==> config.mk <==
export PLATFORM = sky130hd
export DESIGN_NAME = ahb_console_tx_flat
export DESIGN_NICKNAME = d
export VERILOG_FILES = /design/src/rtl/ahb_console_tx_if.sv /design/src/rtl/ahb_console_tx.sv /design/src/flat_wrapper.sv
export SDC_FILE = /design/constraint.sdc
export NUM_CORES = 1
export LEC_CHECK = 0
export CAP_MARGIN = 20
export CELL_PAD_IN_SITES_DETAIL_PLACEMENT = 0
export CELL_PAD_IN_SITES_GLOBAL_PLACEMENT = 2
export CORE_MARGIN = 2
export CORE_UTILIZATION = 25
export CTS_CLUSTER_SIZE = 12
export DETAILED_ROUTE_END_ITERATION = 10
export PLACE_DENSITY_LB_ADDON = 0.1
export RECOVER_POWER = 50
export SYNTH_ARGS = -nofsm -noshare
export SYNTH_HDL_FRONTEND = slang
export SYNTH_SLANG_ARGS = --single-unit
==> constraint.sdc <==
create_clock -name HCLK_I -period 2.65 [get_ports HCLK_I]
set_clock_uncertainty 0.05 [all_clocks]
set_input_delay 0.53 -clock HCLK_I [delete_from_list [all_inputs] [get_ports HCLK_I]]
set_output_delay 0.53 -clock HCLK_I [all_outputs]
set_load 0.005 [all_outputs]
==> src/rtl/ahb_console_tx_if.sv <==
// ============================================================================
// Module      : ahb_console_tx_if
// Description : AHB-Lite slave bus bundle for the console transmitter.
// Revision    : 1.0 - initial release
// ============================================================================
`default_nettype none

interface ahb_console_tx_if;
  logic        HSEL_I;
  logic        HREADY_I;
  logic        HWRITE_I;
  logic [2:0]  HSIZE_I;
  logic [11:0] HADDR_I;
  logic [31:0] HRDATA_I;
  logic [31:0] HWDATA_O;
  logic        HREADY_O;
  logic        HRESP_O;

  modport slave (
    input  HSEL_I, HREADY_I, HWRITE_I, HSIZE_I, HADDR_I, HRDATA_I,
    output HWDATA_O, HREADY_O, HRESP_O
  );

  modport master (
    output HSEL_I, HREADY_I, HWRITE_I, HSIZE_I, HADDR_I, HRDATA_I,
    input  HWDATA_O, HREADY_O, HRESP_O
  );
endinterface

`default_nettype wire

==> src/rtl/ahb_console_tx.sv <==
// ============================================================================
// Module      : ahb_console_tx
// Description : AHB-Lite console UART transmitter (8N1) with a TX FIFO.
// Revision    : 1.0 - initial release
// ============================================================================
`default_nettype none

module ahb_console_tx #(
  parameter int CLK_DIV    = 16,
  parameter int FIFO_DEPTH = 8
) (
  input  logic             HCLK_I,
  input  logic             HRESET_I,
  ahb_console_tx_if.slave  ahb,
  output logic             TXD_O
);

  localparam int              c_aw       = $clog2(FIFO_DEPTH);
  localparam logic [15:0]     c_div_last = 16'(CLK_DIV - 1);
  localparam logic [c_aw:0]   c_depth    = (c_aw + 1)'(FIFO_DEPTH);
  localparam logic [c_aw-1:0] c_ptr_one  = c_aw'(1);
  localparam logic [c_aw:0]   c_cnt_one  = (c_aw + 1)'(1);

  typedef enum logic [1:0] {
    S_IDLE  = 2'd0,
    S_START = 2'd1,
    S_DATA  = 2'd2,
    S_STOP  = 2'd3
  } state_t;

  logic [2:0]      r_adr;
  logic            r_wr;
  logic            r_rd;
  logic [7:0]      r_mem [FIFO_DEPTH];
  logic [c_aw-1:0] r_wptr;
  logic [c_aw-1:0] r_rptr;
  logic [c_aw:0]   r_count;
  logic            r_ovf;
  logic            r_enable;
  state_t          r_state;
  state_t          w_state_next;
  logic [15:0]     r_div;
  logic [15:0]     w_div_next;
  logic [2:0]      r_bit;
  logic [2:0]      w_bit_next;
  logic [7:0]      r_shift;
  logic [7:0]      w_shift_next;
  logic            r_txd;
  logic            w_pop;
  logic            w_full;
  logic            w_empty;
  logic            w_wr_data;
  logic            w_push;
  logic            w_ovf_set;
  logic            w_rd_status;
  logic            w_div_done;
  logic            w_idle;
  logic [6:0]      w_cnt7;
  logic [31:0]     w_status;
  logic [31:0]     w_rdata;
  logic            w_unused;

  assign w_unused = ^{ahb.HSIZE_I, ahb.HADDR_I[11:5], ahb.HADDR_I[1:0], ahb.HRDATA_I[31:8]};

  assign ahb.HREADY_O = 1'b1;
  assign ahb.HRESP_O  = 1'b0;

  always_ff @(posedge HCLK_I or posedge HRESET_I) begin
    if (HRESET_I) begin
      r_adr <= 3'd0;
      r_wr  <= 1'b0;
      r_rd  <= 1'b0;
    end else if (ahb.HSEL_I && ahb.HREADY_I) begin
      r_adr <= ahb.HADDR_I[4:2];
      r_wr  <= ahb.HWRITE_I;
      r_rd  <= !ahb.HWRITE_I;
    end else begin
      r_wr  <= 1'b0;
      r_rd  <= 1'b0;
    end
  end

  // Full is judged on the pre-pop count, so a write racing a pop still drops.
  assign w_full      = (r_count == c_depth);
  assign w_empty     = (r_count == '0);
  assign w_wr_data   = r_wr && (r_adr == 3'd0);
  assign w_push      = w_wr_data && !w_full;
  assign w_ovf_set   = w_wr_data && w_full;
  assign w_rd_status = r_rd && (r_adr == 3'd1);

  always_ff @(posedge HCLK_I) begin
    if (w_push) r_mem[r_wptr] <= ahb.HRDATA_I[7:0];
  end

  always_ff @(posedge HCLK_I or posedge HRESET_I) begin
    if (HRESET_I) begin
      r_wptr   <= '0;
      r_rptr   <= '0;
      r_count  <= '0;
      r_ovf    <= 1'b0;
      r_enable <= 1'b0;
    end else begin
      if (w_push) r_wptr <= r_wptr + c_ptr_one;
      if (w_pop)  r_rptr <= r_rptr + c_ptr_one;
      case ({w_push, w_pop})
        2'b10:   r_count <= r_count + c_cnt_one;
        2'b01:   r_count <= r_count - c_cnt_one;
        default: r_count <= r_count;
      endcase
      if (w_ovf_set)        r_ovf <= 1'b1;
      else if (w_rd_status) r_ovf <= 1'b0;
      if (r_wr && (r_adr == 3'd2)) r_enable <= ahb.HRDATA_I[0];
    end
  end

  assign w_idle   = w_empty && (r_state == S_IDLE);
  assign w_cnt7   = 7'(r_count);
  assign w_status = {17'd0, w_cnt7, 5'd0, r_ovf, w_full, w_idle};

  always_comb begin
    w_rdata = 32'd0;
    if (r_rd) begin
      case (r_adr)
        3'd1:    w_rdata = w_status;
        3'd2:    w_rdata = {31'd0, r_enable};
        default: w_rdata = 32'd0;
      endcase
    end
  end

  assign ahb.HWDATA_O = w_rdata;

  assign w_div_done = (r_div == c_div_last);

  always_comb begin
    w_state_next = r_state;
    w_div_next   = r_div;
    w_bit_next   = r_bit;
    w_shift_next = r_shift;
    w_pop        = 1'b0;
    case (r_state)
      S_IDLE: begin
        if (r_enable && !w_empty) begin
          w_state_next = S_START;
          w_pop        = 1'b1;
          w_shift_next = r_mem[r_rptr];
          w_div_next   = 16'd0;
        end
      end
      S_START: begin
        if (w_div_done) begin
          w_div_next   = 16'd0;
          w_bit_next   = 3'd0;
          w_state_next = S_DATA;
        end else begin
          w_div_next   = r_div + 16'd1;
        end
      end
      S_DATA: begin
        if (w_div_done) begin
          w_div_next   = 16'd0;
          w_shift_next = {1'b0, r_shift[7:1]};
          if (r_bit == 3'd7) begin
            w_bit_next   = 3'd0;
            w_state_next = S_STOP;
          end else begin
            w_bit_next   = r_bit + 3'd1;
          end
        end else begin
          w_div_next   = r_div + 16'd1;
        end
      end
      S_STOP: begin
        // Chaining straight into START keeps back-to-back frames gap-free.
        if (w_div_done) begin
          w_div_next = 16'd0;
          if (r_enable && !w_empty) begin
            w_state_next = S_START;
            w_pop        = 1'b1;
            w_shift_next = r_mem[r_rptr];
          end else begin
            w_state_next = S_IDLE;
          end
        end else begin
          w_div_next = r_div + 16'd1;
        end
      end
      default: w_state_next = S_IDLE;
    endcase
  end

  always_ff @(posedge HCLK_I or posedge HRESET_I) begin
    if (HRESET_I) begin
      r_state <= S_IDLE;
      r_div   <= 16'd0;
      r_bit   <= 3'd0;
      r_shift <= 8'd0;
      r_txd   <= 1'b1;
    end else begin
      r_state <= w_state_next;
      r_div   <= w_div_next;
      r_bit   <= w_bit_next;
      r_shift <= w_shift_next;
      r_txd   <= (r_state == S_START) ? 1'b0 :
                 (r_state == S_DATA)  ? r_shift[0] : 1'b1;
    end
  end

  assign TXD_O = r_txd;

endmodule

`default_nettype wire

==> src/flat_wrapper.sv <==
// flat-port wrapper written by rule: the top's interface ports become plain ports
module ahb_console_tx_flat 
#(
  parameter int CLK_DIV    = 16,
  parameter int FIFO_DEPTH = 8
)
  (HCLK_I, HRESET_I, TXD_O, ahb_HSEL_I, ahb_HREADY_I, ahb_HWRITE_I, ahb_HSIZE_I, ahb_HADDR_I, ahb_HRDATA_I, ahb_HWDATA_O, ahb_HREADY_O, ahb_HRESP_O);
  ahb_console_tx_if ahb_i ();
  input  logic HCLK_I;
  input  logic HRESET_I;
  output logic TXD_O;
  input wire logic [$bits(ahb_i.HSEL_I)-1:0] ahb_HSEL_I;
  input wire logic [$bits(ahb_i.HREADY_I)-1:0] ahb_HREADY_I;
  input wire logic [$bits(ahb_i.HWRITE_I)-1:0] ahb_HWRITE_I;
  input wire logic [$bits(ahb_i.HSIZE_I)-1:0] ahb_HSIZE_I;
  input wire logic [$bits(ahb_i.HADDR_I)-1:0] ahb_HADDR_I;
  input wire logic [$bits(ahb_i.HRDATA_I)-1:0] ahb_HRDATA_I;
  output wire logic [$bits(ahb_i.HWDATA_O)-1:0] ahb_HWDATA_O;
  output wire logic [$bits(ahb_i.HREADY_O)-1:0] ahb_HREADY_O;
  output wire logic [$bits(ahb_i.HRESP_O)-1:0] ahb_HRESP_O;
  assign ahb_i.HSEL_I = ahb_HSEL_I;
  assign ahb_i.HREADY_I = ahb_HREADY_I;
  assign ahb_i.HWRITE_I = ahb_HWRITE_I;
  assign ahb_i.HSIZE_I = ahb_HSIZE_I;
  assign ahb_i.HADDR_I = ahb_HADDR_I;
  assign ahb_i.HRDATA_I = ahb_HRDATA_I;
  assign ahb_HWDATA_O = ahb_i.HWDATA_O;
  assign ahb_HREADY_O = ahb_i.HREADY_O;
  assign ahb_HRESP_O = ahb_i.HRESP_O;
  ahb_console_tx #(.CLK_DIV(CLK_DIV), .FIFO_DEPTH(FIFO_DEPTH)) u_core (.HCLK_I(HCLK_I), .HRESET_I(HRESET_I), .ahb(ahb_i), .TXD_O(TXD_O));
endmodule
-- Yosys cells after proc, flatten, opt, wreduce, memory -nomap -nowiden
Memories as Yosys holds them, arrays and structs flattened.
Index checks and enable logic that the tools add are counted.
- register bits: 47
- bits in writable memories: 64
- input port bits: 52
- output and inout port bits: 35
- logic and storage cells: 89
- memories kept: 1
- add/subtract/negate cells: 6
- equal/unequal tests: 15
- multiplexer cells: 32
- reductions and logical operators: 22
- memories (memory ; depth ; bits a word ; rd ports ; clocked after Yosys merged registers in ; wr ports ; line ; text):
    u_core.r_mem ; 8 ; 8 ; 1 ; 0 ; 1 ; ahb_console_tx.sv:34 ; logic [7:0] r_mem [FIFO_DEPTH];
- operators by type and width (kind ; number):
    2-to-1 mux 16 bit ; 2
    2-to-1 mux 32 bit ; 1
    one-hot mux 16 bit (2 select lines) ; 1
    2-to-1 mux 8 bit ; 3
    one-hot mux 12 bit (2 select lines) ; 1
    one-hot mux 8 bit (3 select lines) ; 1
    adder 16 x 1 -> 16 bit, second input constant ; 1
    equality test 16 x 4 -> 1 bit, second input constant ; 1
    2-to-1 mux 1 bit ; 11
    2-to-1 mux 2 bit ; 5
    adder 3 x 1 -> 3 bit, second input constant ; 3
    2-to-1 mux 3 bit ; 3
    logical AND 1 bit ; 8
    != test 2 x 1 -> 1 bit, second input constant ; 4
    one-hot mux 2 bit (4 select lines) ; 1
    one-hot mux 4 bit (2 select lines) ; 1
    equality test 2 bit, second input constant ; 3
    one-hot mux 3 bit (2 select lines) ; 1
    AND reduction 3 bit ; 2
    nonzero test 2 bit ; 3
    AND reduction 5 bit ; 1
    adder 4 x 1 -> 4 bit, second input constant ; 1
    equality test 2 x 1 -> 1 bit, second input constant ; 2
    equality test 4 bit, second input constant ; 1
    other kinds (12) ; 14

-- Longest topological paths before layout
- depth after elaboration: 8
- gate-level depth with buffers: 12
- gate-level depth less buffers: 12

-- Worst setup path after synthesis
Ideal clock, no wire load.
- path type: flip-flop to flip-flop
- start: register u_core.r_div[5]
- end: register u_core.r_count[3]
- library setup time: 125 ps
- data arrival time: 2784 ps
- data required time: 2475 ps
- setup slack: -309 ps
- stages on the path, launching flop included: 12
- path buffers: 0
- period minus slack after synthesis: 2959 ps
- cell sequence: dfrtp_1 or4_4 nor4_4 a21oi_1 nor3_2 ha_1 ha_1 a21o_1 a21oi_1 xnor2_1 nor2_1 xor2_1
- longest elaborated chain between the ends: 5
- elaborated cells between the ends (all ways): 7
- classes of those cells: eq/ne: 3; mux: 3; reduce/logical: 1
- ends and longest elaborated chain (what ; line ; text):
    start: declaration ; ahb_console_tx.sv:42 ; logic [15:0] r_div;
    start signal: assignment ; ahb_console_tx.sv:201 ; r_div <= w_div_next;
    equality test 16 x 4 -> 1 bit * ; ahb_console_tx.sv:133 ; assign w_div_done = (r_div == c_div_last);
    2-to-1 mux 1 bit * ; ahb_console_tx.sv:175 ; if (w_div_done) begin
    one-hot mux 1 bit (2 select lines) * ; ahb_console_tx.sv:141 ; case (r_state)
    via u_core.w_pop ; ahb_console_tx.sv:49 ; logic w_pop;
    equality test 2 x 1 -> 1 bit / equality test 2 bit (equally long branches) ; ahb_console_tx.sv:105 ; case ({w_push, w_pop})
    one-hot mux 4 bit (2 select lines) / nonzero test 2 bit (equally long branches) ; n/a ;
    end signal: assignment ; ahb_console_tx.sv:106 ; 2'b10: r_count <= r_count + c_cnt_one;
    end signal: assignment ; ahb_console_tx.sv:107 ; 2'b01: r_count <= r_count - c_cnt_one;
    end signal: assignment ; ahb_console_tx.sv:108 ; default: r_count <= r_count;
    end: declaration ; ahb_console_tx.sv:37 ; logic [c_aw:0] r_count;
Mark *: on every way through the listed nets, which the timed path passes. The rest lies on a longest branch.
A chain may end at the register's enable or synchronous reset.

-- Worst setup path after layout
- start: register u_core.r_div[8]
- end: register u_core.r_count[3]
Same word-level chain as after synthesis.

==> results.toml <==
[hold_path]
hp-class = "reg2reg"

[setup_path]
path_class = "reg2reg"
cp-start-kind = "flip-flop"
cp_max_fo = 3
cp_data_arrival_time_ns = 3.08
end_kind = "flip-flop"
cp.required_ns = 2.84

[pwr]
vdd_drop_max_mv = 0.293
powerDensity_nw_per_um2 = 892
clkPwrFrac_pct = 26.2
power_frac_seq_pct = 39.6
p_sw_w = 0.00192
intPower_w = 0.00379
combPwrFrac_pct = 34.2
p_leak_nw = 2.50
switching_share_pct = 33.6

[routing]
drt-total-wl_mm = 11.2
dr.pass1.iters = 4
drc_errors = 0
drt_iter0_markers = 120
vias = 3131
viasPerCell = 4.25
wire_per_inst_um = 15.2
drtAntennaViolNets = 0

[logic_synthesis]
synthesis.area_um2 = 5190
syn_inst = 388
synth_seq_cells = 111
synth_ff_type = "edfxtp_1"
synth_seq_area_share_pct = 59.7
synth_warnings = 0
synth_cell_type_count = 51
synthArstFlopShare_pct = 42.3
syn_avg_cell_area_um2 = 13.4
synth-edff-count = 64

[grt]
grt_pass1_wl_mm = 17.8
grt_overflow = 0
antenna_found_initial = 0
first_global_vias = 3153
track_usage_pct = 10.7
grt_max_degree = 48

[cts]
clock_latency_ns = 0.36
ctsRootBufferMaster = "clkbuf_16"
cts_tree = "built"
path_clk_slew_ns = 0.08
cts.sinks = 111
cts_made_buffers = 9
clock_path_buffers = 2
cts_htree_levels = 3

[sta]
final_hold_viol_count = 0
finalSetupViolations = 3
post-route-period-util_pct = 109
holdWs_ns = 0.442
period_needed_ns = 2.89
worstMarginPinSlew_ns = 1.32
rsz0062_at_grt = "yes"
final-max-slew-violation-count = 0
fmax_mhz = 346
max_slew_margin_pct = 12.3
worst_slack_ns = -0.240

[die]
rows = 52
initial_core_util_pct = 25.6
core-area_um2 = 20300
ios = 87
dieArea_um2 = 21900
die_h_um = 148
dieWidth_um = 148

[placement]
globalplace.congestion = 0.683
post-place-ws_ns = -0.333
port_buffers = 23
placed_cells = 713
dp_hpwl_mm = 7.55

[run]
cap_violations = 0

[finish]
area_delta_synth_final_pct = 23.4
layout.nets = 528
layout-drive-gt1-share_pct = 25.8
seqCellArea_um2 = 3100
final_cell_count_no_fill = 736
fillers = 2076
multiInputGateArea_um2 = 1940
diodes = 0

[status]
status = "finished with violations"
violations = "negative setup slack"
-- through the flow --
stage / area [µm²] / util, % / setup TNS [ns] / total power [W]
global placement: 6000 / 29.6 / -0.646 / 0.00420
floorplan: 5310 / - / -0.484 / 0.00357
finish: 6410 / 31.6 / -0.625 / 0.00571
global route: 6410 / 31.6 / -1.01 / 0.00611
CTS: 6370 / 31.4 / -0.556 / 0.00578
detailed placement: 6000 / 29.6 / -0.671 / 0.00422
-- synth_stat cells, drive strengths merged (8+ instances only) --
library cell | n | area, µm²
ha | 14 | 175
mux4 | 16 | 360
dfrtp | 46 | 1150
mux2i | 13 | 130
mux2 | 12 | 135
o21ai | 29 | 145
nand3 | 8 | 40.0
a21oi | 9 | 45.0
buf | 32 | 225
nor2 | 15 | 56.3
clkbuf | 8 | 30.0
and2 | 8 | 51.3
edfxtp | 64 | 1920
nor3 | 8 | 45.0
nand2 | 38 | 143
inv | 13 | 48.8
-- power groups by stage --
stage / Combinational (W) / Sequential, W / Clock (W)
after floorplan: 0.00136 / 0.00221 / 0
final: 0.00196 / 0.00226 / 0.00149
after global placement: 0.00191 / 0.00229 / 0
after detailed placement: 0.00193 / 0.00229 / 0
after global routing: 0.00219 / 0.00230 / 0.00162
after CTS: 0.00196 / 0.00226 / 0.00156
-- metal layers --
| layer | share of wire (%) | wire (µm) | GRT usage [%] | vias up |
|---|---|---|---|---|
| met3 | 2.3 | 258 | 1.99 | 8 |
| met1 | 49 | 5510 | 14.8 | 1554 |
| met2 | 47 | 5290 | 16.8 | 44 |
| met5 | 0 | 0 | 0 | - |
| li1 | - | - | - | 1525 |
| met4 | 1.5 | 165 | 4.00 | 0 |
-- what timing repair did --
item	in CTS	in global routing
hold buffers	0	0
setup endpoints to repair	4	10
resized for setup	5	6
gates cloned	0	0
setup buffers	4	3
pin swaps	5	5
-- critical path: stages (launching register included) --
cell and delay (ns):
dfrtp_1 0.38, or4_4 0.56, nor4_4 0.38, a21oi_2 0.13, nor3_2 0.18, ha_2 0.26
ha_4 0.20, a21o_1 0.16, a21oi_2 0.13, xnor2_1 0.13, nor2_1 0.08, xor2_1 0.14
-- cells by family after synthesis --
group,after synthesis,synth area share [%]
xor+xnor,8,1.35
simple gates,100,10.1
fa+ha+maj,15,3.76
buf+inv,54,5.93
compound gates,57,6.92
mux,41,12.1
other cells,2,0.145
flops,111,59.7
-- layout by cell type, fill, tap and decap left out, types with 8 or more instances in the layout --
cell             synthesis  routed
edfxtp_1                64      64
buf_4                   27      51
dfrtp_1                 46      45
nand2_1                 38      38
o21ai_0                 29      28
conb_1                   2      27
mux4_2                  16      16
nor2_1                  15      15
mux2i_1                 13      13
mux2_2                  12      12
clkdlybuf4s50_1          0      12
inv_1                   13      11
ha_1                    14      11
dlygate4sd3_1            0      11
clkbuf_16                0       9
nand3_1                  8       8
-- final timing paths --
check,start,endpoint,slack [ns],cells past startpoint
max,u_core.r_div[8],u_core.r_count[3],-0.24,11
min,u_core.r_shift[0],u_core.TXD_O,0.44,2
max reg2reg,u_core.r_div[8],u_core.r_count[3],-0.24,11
min reg2reg,u_core.r_shift[0],u_core.TXD_O,0.44,2
max in group asynchronous,HRESET_I,u_core.r_count[0],0.68,3
min in group asynchronous,HRESET_I,u_core.r_div[10],1.00,3
-- cell type report --
class | count | area share (%)
Clock buffer | 9 | 3.52
Clock inverter | 7 | 1.64
Inverter | 14 | 0.820
Multi-Input combinational cell | 248 | 30.2
Sequential cell | 111 | 48.4
Tap cell | 270 | 5.27
Timing Repair Buffer | 77 | 10.1
-- state kept, by name (all words and copies together) (netlist names) --
register,cells
u_core.r_shift,8
u_core.r_bit,3
u_core.r_count,4
u_core.r_enable,1
u_core.r_wptr,3
u_core.r_state,2
u_core.r_rd,1
u_core.r_rptr,3
u_core.r_ovf,1
u_core.r_adr,3
u_core.r_wr,1
u_core.r_div,16
u_core.TXD_O,1
u_core.r_mem,64
Note: power is estimated with default switching activity, not from simulation.
